$ cat src/rtl/sb_pkg.sv
// Shared definitions for the sideband TX scheduler.
//   sb_state_e   : scheduler FSM states
//   sb_grant_e   : o_grant_src encodings (none / pattern / LTSM / response)
//   sb_arbitrate : IDLE-state winner selection
package sb_pkg;

  typedef enum logic [2:0] {
    StIdle,
    StPattern,
    StIssue,
    StWaitBusy,
    StWaitDone,
    StGap
  } sb_state_e;

  typedef enum logic [1:0] {
    GrantNone    = 2'b00,
    GrantPattern = 2'b01,
    GrantLtsm    = 2'b10,
    GrantRsp     = 2'b11
  } sb_grant_e;

  // Pattern requests win outright. LTSM and queued responses share the
  // channel round-robin: on a tie, whichever was served last loses.
  function automatic sb_grant_e sb_arbitrate(input logic pattern_req,
                                             input logic ltsm_valid,
                                             input logic rsp_avail,
                                             input logic last_ltsm);
    if (pattern_req) return GrantPattern;
    if (ltsm_valid && rsp_avail) return last_ltsm ? GrantRsp : GrantLtsm;
    if (ltsm_valid) return GrantLtsm;
    if (rsp_avail) return GrantRsp;
    return GrantNone;
  endfunction

endpackage

$ cat src/rtl/sb_rsp_fifo.sv
// Response-message ID queue for the sideband TX scheduler.
// Ports:
//   i_clk, i_rst_n : clock, asynchronous active-low reset
//   push_i         : enqueue push_id_i (ignored when full)
//   push_id_i      : ID to enqueue
//   pop_i          : drop head entry (ignored when empty)
//   head_id_o      : ID at the head of the queue
//   empty_o/full_o : occupancy flags
module sb_rsp_fifo
  import sb_pkg::*;
#(
  parameter int unsigned ID_W  = 8,
  parameter int unsigned DEPTH = 2
) (
  input  logic            i_clk,
  input  logic            i_rst_n,
  input  logic            push_i,
  input  logic [ID_W-1:0] push_id_i,
  input  logic            pop_i,
  output logic [ID_W-1:0] head_id_o,
  output logic            empty_o,
  output logic            full_o
);

  localparam int unsigned PtrW = $clog2(DEPTH);
  localparam logic [PtrW:0] DepthCnt = (PtrW + 1)'(DEPTH);

  logic [ID_W-1:0] mem_q [DEPTH];
  logic [PtrW-1:0] wr_ptr_q, wr_ptr_d;
  logic [PtrW-1:0] rd_ptr_q, rd_ptr_d;
  logic [PtrW:0]   count_q, count_d;
  logic            push_en, pop_en;

  assign full_o    = (count_q == DepthCnt);
  assign empty_o   = (count_q == '0);
  assign push_en   = push_i && !full_o;
  assign pop_en    = pop_i && !empty_o;
  assign head_id_o = mem_q[rd_ptr_q];

  // DEPTH is a power of two, so pointers wrap by natural overflow.
  always_comb begin
    wr_ptr_d = wr_ptr_q;
    rd_ptr_d = rd_ptr_q;
    count_d  = count_q;
    if (push_en) wr_ptr_d = wr_ptr_q + PtrW'(1);
    if (pop_en)  rd_ptr_d = rd_ptr_q + PtrW'(1);
    unique case ({push_en, pop_en})
      2'b10:   count_d = count_q + (PtrW + 1)'(1);
      2'b01:   count_d = count_q - (PtrW + 1)'(1);
      default: count_d = count_q;
    endcase
  end

  always_ff @(posedge i_clk or negedge i_rst_n) begin
    if (!i_rst_n) begin
      wr_ptr_q <= '0;
      rd_ptr_q <= '0;
      count_q  <= '0;
    end else begin
      wr_ptr_q <= wr_ptr_d;
      rd_ptr_q <= rd_ptr_d;
      count_q  <= count_d;
    end
  end

  // Storage needs no reset: entries are only read while count_q says valid.
  always_ff @(posedge i_clk) begin
    if (push_en) mem_q[wr_ptr_q] <= push_id_i;
  end

endmodule

$ cat src/rtl/sb_tx_scheduler.sv
// Sideband TX scheduler: arbitrates SBINIT pattern requests, LTSM messages
// and queued responses onto a single sideband TX FSM, one at a time, with
// at least one idle cycle between requests.
// Ports:
//   i_clk, i_rst_n                 : clock, asynchronous active-low reset
//   i_pattern_req                  : SBINIT pattern request (level)
//   i_ltsm_valid/id/has_data/data  : pending LTSM message, acked by o_ltsm_ack
//   i_rsp_valid/o_rsp_ready/i_rsp_id : response-queue push handshake
//   i_fsm_busy, i_fsm_pattern_done : TX FSM status
//   o_start_pattern_req            : pattern request to TX FSM
//   o_msg_valid/o_msg_id           : message request to TX FSM
//   o_data_valid/o_data            : payload accompanying o_msg_valid
//   o_ltsm_ack, o_pattern_done, o_err : single-cycle pulses
//   o_grant_src                    : source currently being served
module sb_tx_scheduler
  import sb_pkg::*;
#(
  parameter int unsigned ID_W      = 8,
  parameter int unsigned DATA_W    = 64,
  parameter int unsigned RSP_DEPTH = 2,
  parameter int unsigned BUSY_TO   = 4
) (
  input  logic              i_clk,
  input  logic              i_rst_n,
  input  logic              i_pattern_req,
  input  logic              i_ltsm_valid,
  input  logic [ID_W-1:0]   i_ltsm_id,
  input  logic              i_ltsm_has_data,
  input  logic [DATA_W-1:0] i_ltsm_data,
  input  logic              i_rsp_valid,
  output logic              o_rsp_ready,
  input  logic [ID_W-1:0]   i_rsp_id,
  input  logic              i_fsm_busy,
  input  logic              i_fsm_pattern_done,
  output logic              o_start_pattern_req,
  output logic              o_msg_valid,
  output logic              o_data_valid,
  output logic [ID_W-1:0]   o_msg_id,
  output logic [DATA_W-1:0] o_data,
  output logic              o_ltsm_ack,
  output logic              o_pattern_done,
  output logic              o_err,
  output logic [1:0]        o_grant_src
);

  localparam int unsigned ToW = $clog2(BUSY_TO + 1);

  sb_state_e         state_q, state_d;
  sb_grant_e         src_q, src_d;
  sb_grant_e         win;
  logic [ID_W-1:0]   msg_id_q, msg_id_d;
  logic [DATA_W-1:0] data_q, data_d;
  logic              has_data_q, has_data_d;
  logic              last_ltsm_q, last_ltsm_d;
  logic [ToW-1:0]    to_cnt_q, to_cnt_d;
  logic              to_expired;

  logic              rsp_push, rsp_pop;
  logic              rsp_empty, rsp_full;
  logic [ID_W-1:0]   rsp_head_id;

  assign o_rsp_ready = !rsp_full;
  assign rsp_push    = i_rsp_valid && o_rsp_ready;

  sb_rsp_fifo #(
    .ID_W  (ID_W),
    .DEPTH (RSP_DEPTH)
  ) u_rsp_fifo (
    .i_clk     (i_clk),
    .i_rst_n   (i_rst_n),
    .push_i    (rsp_push),
    .push_id_i (i_rsp_id),
    .pop_i     (rsp_pop),
    .head_id_o (rsp_head_id),
    .empty_o   (rsp_empty),
    .full_o    (rsp_full)
  );

  assign win        = sb_arbitrate(i_pattern_req, i_ltsm_valid, !rsp_empty, last_ltsm_q);
  // BUSY_TO-th consecutive WAIT_BUSY cycle with busy still low.
  assign to_expired = !i_fsm_busy && (to_cnt_q == ToW'(BUSY_TO - 1));

  // State register
  always_ff @(posedge i_clk or negedge i_rst_n) begin
    if (!i_rst_n) begin
      state_q     <= StIdle;
      src_q       <= GrantNone;
      msg_id_q    <= '0;
      data_q      <= '0;
      has_data_q  <= 1'b0;
      last_ltsm_q <= 1'b0;
      to_cnt_q    <= '0;
    end else begin
      state_q     <= state_d;
      src_q       <= src_d;
      msg_id_q    <= msg_id_d;
      data_q      <= data_d;
      has_data_q  <= has_data_d;
      last_ltsm_q <= last_ltsm_d;
      to_cnt_q    <= to_cnt_d;
    end
  end

  // Next-state logic. Message content is captured when the winner is chosen,
  // so o_msg_id/o_data change on entry to ISSUE and hold until the next one.
  always_comb begin
    state_d     = state_q;
    src_d       = src_q;
    msg_id_d    = msg_id_q;
    data_d      = data_q;
    has_data_d  = has_data_q;
    last_ltsm_d = last_ltsm_q;
    to_cnt_d    = to_cnt_q;
    unique case (state_q)
      StIdle: begin
        if (win != GrantNone) begin
          src_d   = win;
          state_d = (win == GrantPattern) ? StPattern : StIssue;
        end
        if (win == GrantLtsm) begin
          msg_id_d   = i_ltsm_id;
          data_d     = i_ltsm_data;
          has_data_d = i_ltsm_has_data;
        end else if (win == GrantRsp) begin
          msg_id_d   = rsp_head_id;
          data_d     = '0;
          has_data_d = 1'b0;
        end
      end
      StPattern: begin
        // Exit only on the done pulse; a dropped request is ignored.
        if (i_fsm_pattern_done) state_d = StGap;
      end
      StIssue: begin
        last_ltsm_d = (src_q == GrantLtsm);
        to_cnt_d    = '0;
        state_d     = StWaitBusy;
      end
      StWaitBusy: begin
        if (i_fsm_busy) begin
          state_d = StWaitDone;
        end else if (to_expired) begin
          state_d = StGap;
        end else begin
          to_cnt_d = to_cnt_q + ToW'(1);
        end
      end
      StWaitDone: begin
        if (!i_fsm_busy) state_d = StGap;
      end
      StGap: begin
        src_d   = GrantNone;
        state_d = StIdle;
      end
      default: state_d = StIdle;
    endcase
  end

  // Outputs
  always_comb begin
    o_start_pattern_req = 1'b0;
    o_pattern_done      = 1'b0;
    o_msg_valid         = 1'b0;
    o_data_valid        = 1'b0;
    o_ltsm_ack          = 1'b0;
    o_err               = 1'b0;
    o_grant_src         = GrantNone;
    rsp_pop             = 1'b0;
    unique case (state_q)
      StPattern: begin
        o_start_pattern_req = 1'b1;
        o_pattern_done      = i_fsm_pattern_done;
        o_grant_src         = src_q;
      end
      StIssue: begin
        o_msg_valid  = 1'b1;
        o_data_valid = (src_q == GrantLtsm) && has_data_q;
        o_ltsm_ack   = (src_q == GrantLtsm);
        rsp_pop      = (src_q == GrantRsp);
        o_grant_src  = src_q;
      end
      StWaitBusy: begin
        o_err       = to_expired;
        o_grant_src = src_q;
      end
      StWaitDone: o_grant_src = src_q;
      default: ;
    endcase
  end

  assign o_msg_id = msg_id_q;
  assign o_data   = data_q;

endmodule

$ cat config.mk
export PLATFORM = sky130hd
export DESIGN_NAME = sb_tx_scheduler
export DESIGN_NICKNAME = d
export VERILOG_FILES = /design/src/rtl/sb_pkg.sv /design/src/rtl/sb_rsp_fifo.sv /design/src/rtl/sb_tx_scheduler.sv
export SDC_FILE = /design/constraint.sdc
export NUM_CORES = 1
export LEC_CHECK = 0
export CAP_MARGIN = 20
export CORE_ASPECT_RATIO = 1.4
export CORE_MARGIN = 1
export CORE_UTILIZATION = 40
export DETAILED_ROUTE_END_ITERATION = 16
export PLACE_DENSITY_LB_ADDON = 0.08
export SLEW_MARGIN = 10
export SYNTH_ARGS = -nofsm -noshare
export SYNTH_HDL_FRONTEND = slang
export SYNTH_SLANG_ARGS = --single-unit
export TNS_END_PERCENT = 20
$ cat constraint.sdc
create_clock -name i_clk -period 1.7 [get_ports i_clk]
set_input_delay 0.34 -clock i_clk [delete_from_list [all_inputs] [get_ports i_clk]]
set_output_delay 0.34 -clock i_clk [all_outputs]
set_load 0.02 [all_outputs]
==> metrics.txt <==
Num CTS Buffers 9; IO Count 169; Sink Count 102; HP Class in2async; initial antenna violation count 0; largest family of logic cells by synthesized area compound AO/OA/AOI/OAI gates; arrival time worst endpoint 2.08 ns; placed instance area 6753 sq um; Vias 4494; Synth Warn # 0; Area Growth Syn to Fin 70.34%; # port buffers 168; post-route ant nets 0; number of global-route vias before repair 4264; #FFs+latches synth 102; largest net degree at the start of global routing 67; Fin Setup TNS -5.094 ns; Clock Tree Buf Depth 2; post-synthesis adder-cell area fraction 0.008163; final setup vio count 80; top-area cell type share of the netlist area 0.4680; drt via density 5.541; outcome finished, violations left; Worst Path Buf+Inv 3; Setup Skew 0.009733 ns; register area share after synthesis 0.5725; Post-Synth Simple-Gate Area 0.06993; Crit path top cell by count buf_4; critical path's slowest cell or4_4; Worst Tran Pin Value 0.5578 ns; count leader, synth o21ai_0; dpl hpwl 8920 microns; Post-synth EDFFs 16; min Tclk post-route 1.832 ns; Most used DFF post-synth dfrtp_1; synth top area cells dfrtp_1, o21ai_0, edfxtp_1, clkbuf_1, a221oi_1; placed cell count 770; Mapped Nets 547; CTS HTree Levels 3; Final GP Congestion 0.8069; final setup margin -0.1324 ns; Setup CP Type reg2reg; Layout Nets 753; leading area contributor after synthesis dfrtp_1; # DRC 0; global route overflow 0; largest stage delay on the critical path 0.50 ns; die height 128.9 microns; CP max FO 8; core box area 11280 sq um; Post-Synthesis Cell Area 4598 sq um; maximum VDD drop 1.083 mV; Compound-Gate Fraction of Synth Area 0.2914; gr usage total 0.2398; final WL 15380 microns; period utilization 1.078; worst path cell trace buf_4 -> or4_4 -> nand2b_4 -> buf_12 -> buf_4 -> o31ai_2; worst endpoint required time 1.95 ns; Skew-Pair Late Insertion Delay 0.35 ns; startpoint types flip-flop; fin area 7833 sq um; Root Driver clkbuf_16; max cap viols 0; worst hold slack 0.4571 ns; mux contribution to synthesized area 0; 1st-pass router iterations 5; drt initial violations 258; wire length per cell 18.96 microns; fmax 545.7 MHz; asr flop ratio synth 0.8431; Final Max Slew Viols 0; Leak 3.250 nW; CTS tree built; Yosys cell types 42; Post-Syn Instances 456; wire length of the first global-routing pass 22390 microns; share of cells above drive strength 1 0.2459; final hold vios 0; Clock transition at path regs 0.07 ns; Core Util, Final 0.6943; most common library cells after synthesis o21ai_0, dfrtp_1, clkbuf_1; final std cells w/o fill 811; CP top delay family simple AND/OR/NAND/NOR gates; DIE AREA 11930 sq um; initial core utilization 0.4076; Post-Synth XOR/XNOR Area 0.01143; PD cells 1736 nW/um^2; RSZ-0062 raised after global routing yes; post-synthesis area per instance 10.08 sq um; row count 46; failing checks setup timing; Crit. End Element flip-flop; number of antenna diodes 0; Die Width 92.62 microns; Slew headroom 0.6282
[what timing repair did]
action | CTS | global route
endpoints found under the setup margin | 86 | 87
setup buffers | 5 | 6
hold endpoints to repair | 23 | 0
resized for setup | 89 | 156
gates cloned | 4 | 9
pin swaps | 9 | 29
hold buffers | 1 | 0
[where the power goes]
part / switching [mW] / leakage, nW / internal, mW
Clock: 0.895 / 0.139 / 1.12
Combinational: 3.92 / 1.87 / 3.66
Sequential: 0.596 / 1.24 / 3.41
Total: 5.41 / 3.25 / 8.19
[metrics by stage]
stage / worst slack [ns] / power (mW)
final: -0.1324 / 13.60
after global routing: -0.1946 / 14.33
after CTS: -0.1457 / 12.50
after detailed placement: -0.4020 / 9.984
after global placement: -0.3429 / 9.842
after floorplan: -0.06512 / 6.992
[cells by family after synthesis]
group	Yosys count
buffers and inverters	48
AND/OR/NAND/NOR	52
AO/OA/AOI/OAI	245
adder cells (fa/ha/maj)	3
flip-flops	102
XOR/XNOR	6
[registers in the layout, indices dropped and copies added (netlist names)]
register / cells
src_q: 2
o_data: 64
to_cnt_q: 3
state_q: 3
o_msg_id: 8
last_ltsm_q: 1
u_rsp_fifo.wr_ptr_q: 1
u_rsp_fifo.count_q: 2
u_rsp_fifo.rd_ptr_q: 1
has_data_q: 1
u_rsp_fifo.mem_q: 16
[cells in the final DEF, fill, tap and decap left out, types with 3 or more instances in the layout]
master / n
a21oi_1: 3
a221oi_1: 8
a22o_1: 3
buf_12: 12
buf_16: 5
buf_4: 46
buf_6: 11
clkbuf_16: 14
clkbuf_8: 3
clkdlybuf4s50_1: 148
dfrtp_1: 84
dlymetal6s2s_1: 10
edfxtp_1: 16
nand2_1: 7
nand2b_4: 3
nor2_1: 3
nor2b_1: 8
nor3b_1: 8
o21ai_0: 103
o21ai_1: 72
o21ai_2: 35
o21ai_4: 4
o31ai_2: 3
o31ai_4: 5
or3_1: 3
xnor2_1: 4
[per-layer routing]
layer,vias up,track usage,share of wire
met1,2214,0.3150,0.41
met4,0,0.07149,0.022
li1,2084,-,-
met5,-,0,0
met2,169,0.4105,0.52
met3,27,0.03664,0.047
[path summary, 6_finish.rpt]
| kind | from | end | slack, ns | depth (start not counted) |
|---|---|---|---|---|
| setup / recovery | state_q[0]$_DFFE_PN0P_ | o_msg_id[0]$_DFFE_PN0P_ | -0.13 | 6 |
| min in group i_clk | o_data[39]$_DFFE_PN0P_ | o_data[39]$_DFFE_PN0P_ | 0.49 | 2 |
| setup reg to reg | state_q[0]$_DFFE_PN0P_ | o_msg_id[0]$_DFFE_PN0P_ | -0.13 | 6 |
| max in group asynchronous | i_rst_n | o_data[5]$_DFFE_PN0P_ | 0.72 | 3 |
| hold / removal | i_rst_n | o_data[61]$_DFFE_PN0P_ | 0.46 | 2 |
| hold reg to reg | o_data[39]$_DFFE_PN0P_ | o_data[39]$_DFFE_PN0P_ | 0.49 | 2 |
[worst reg2reg max path, cell delays in order, from the launching register on]
cell      delay, ns
dfrtp_2        0.40
buf_4          0.16
or4_4          0.50
nand2b_4       0.20
buf_12         0.17
buf_4          0.15
o31ai_2        0.17
[final cells by class]
| class | count | area, sq um |
|---|---|---|
| fill | 879 | 3448 |
| sequential | 102 | 2635 |
| timing repair buffer | 241 | 2628 |
| multi-input combinational | 306 | 2092 |
| clock buffer | 14 | 274.0 |
| tap | 144 | 180.2 |
| clock inverter | 2 | 16.27 |
| inverter | 2 | 7.507 |
No activity file was read; power rests on OpenSTA's default activity.
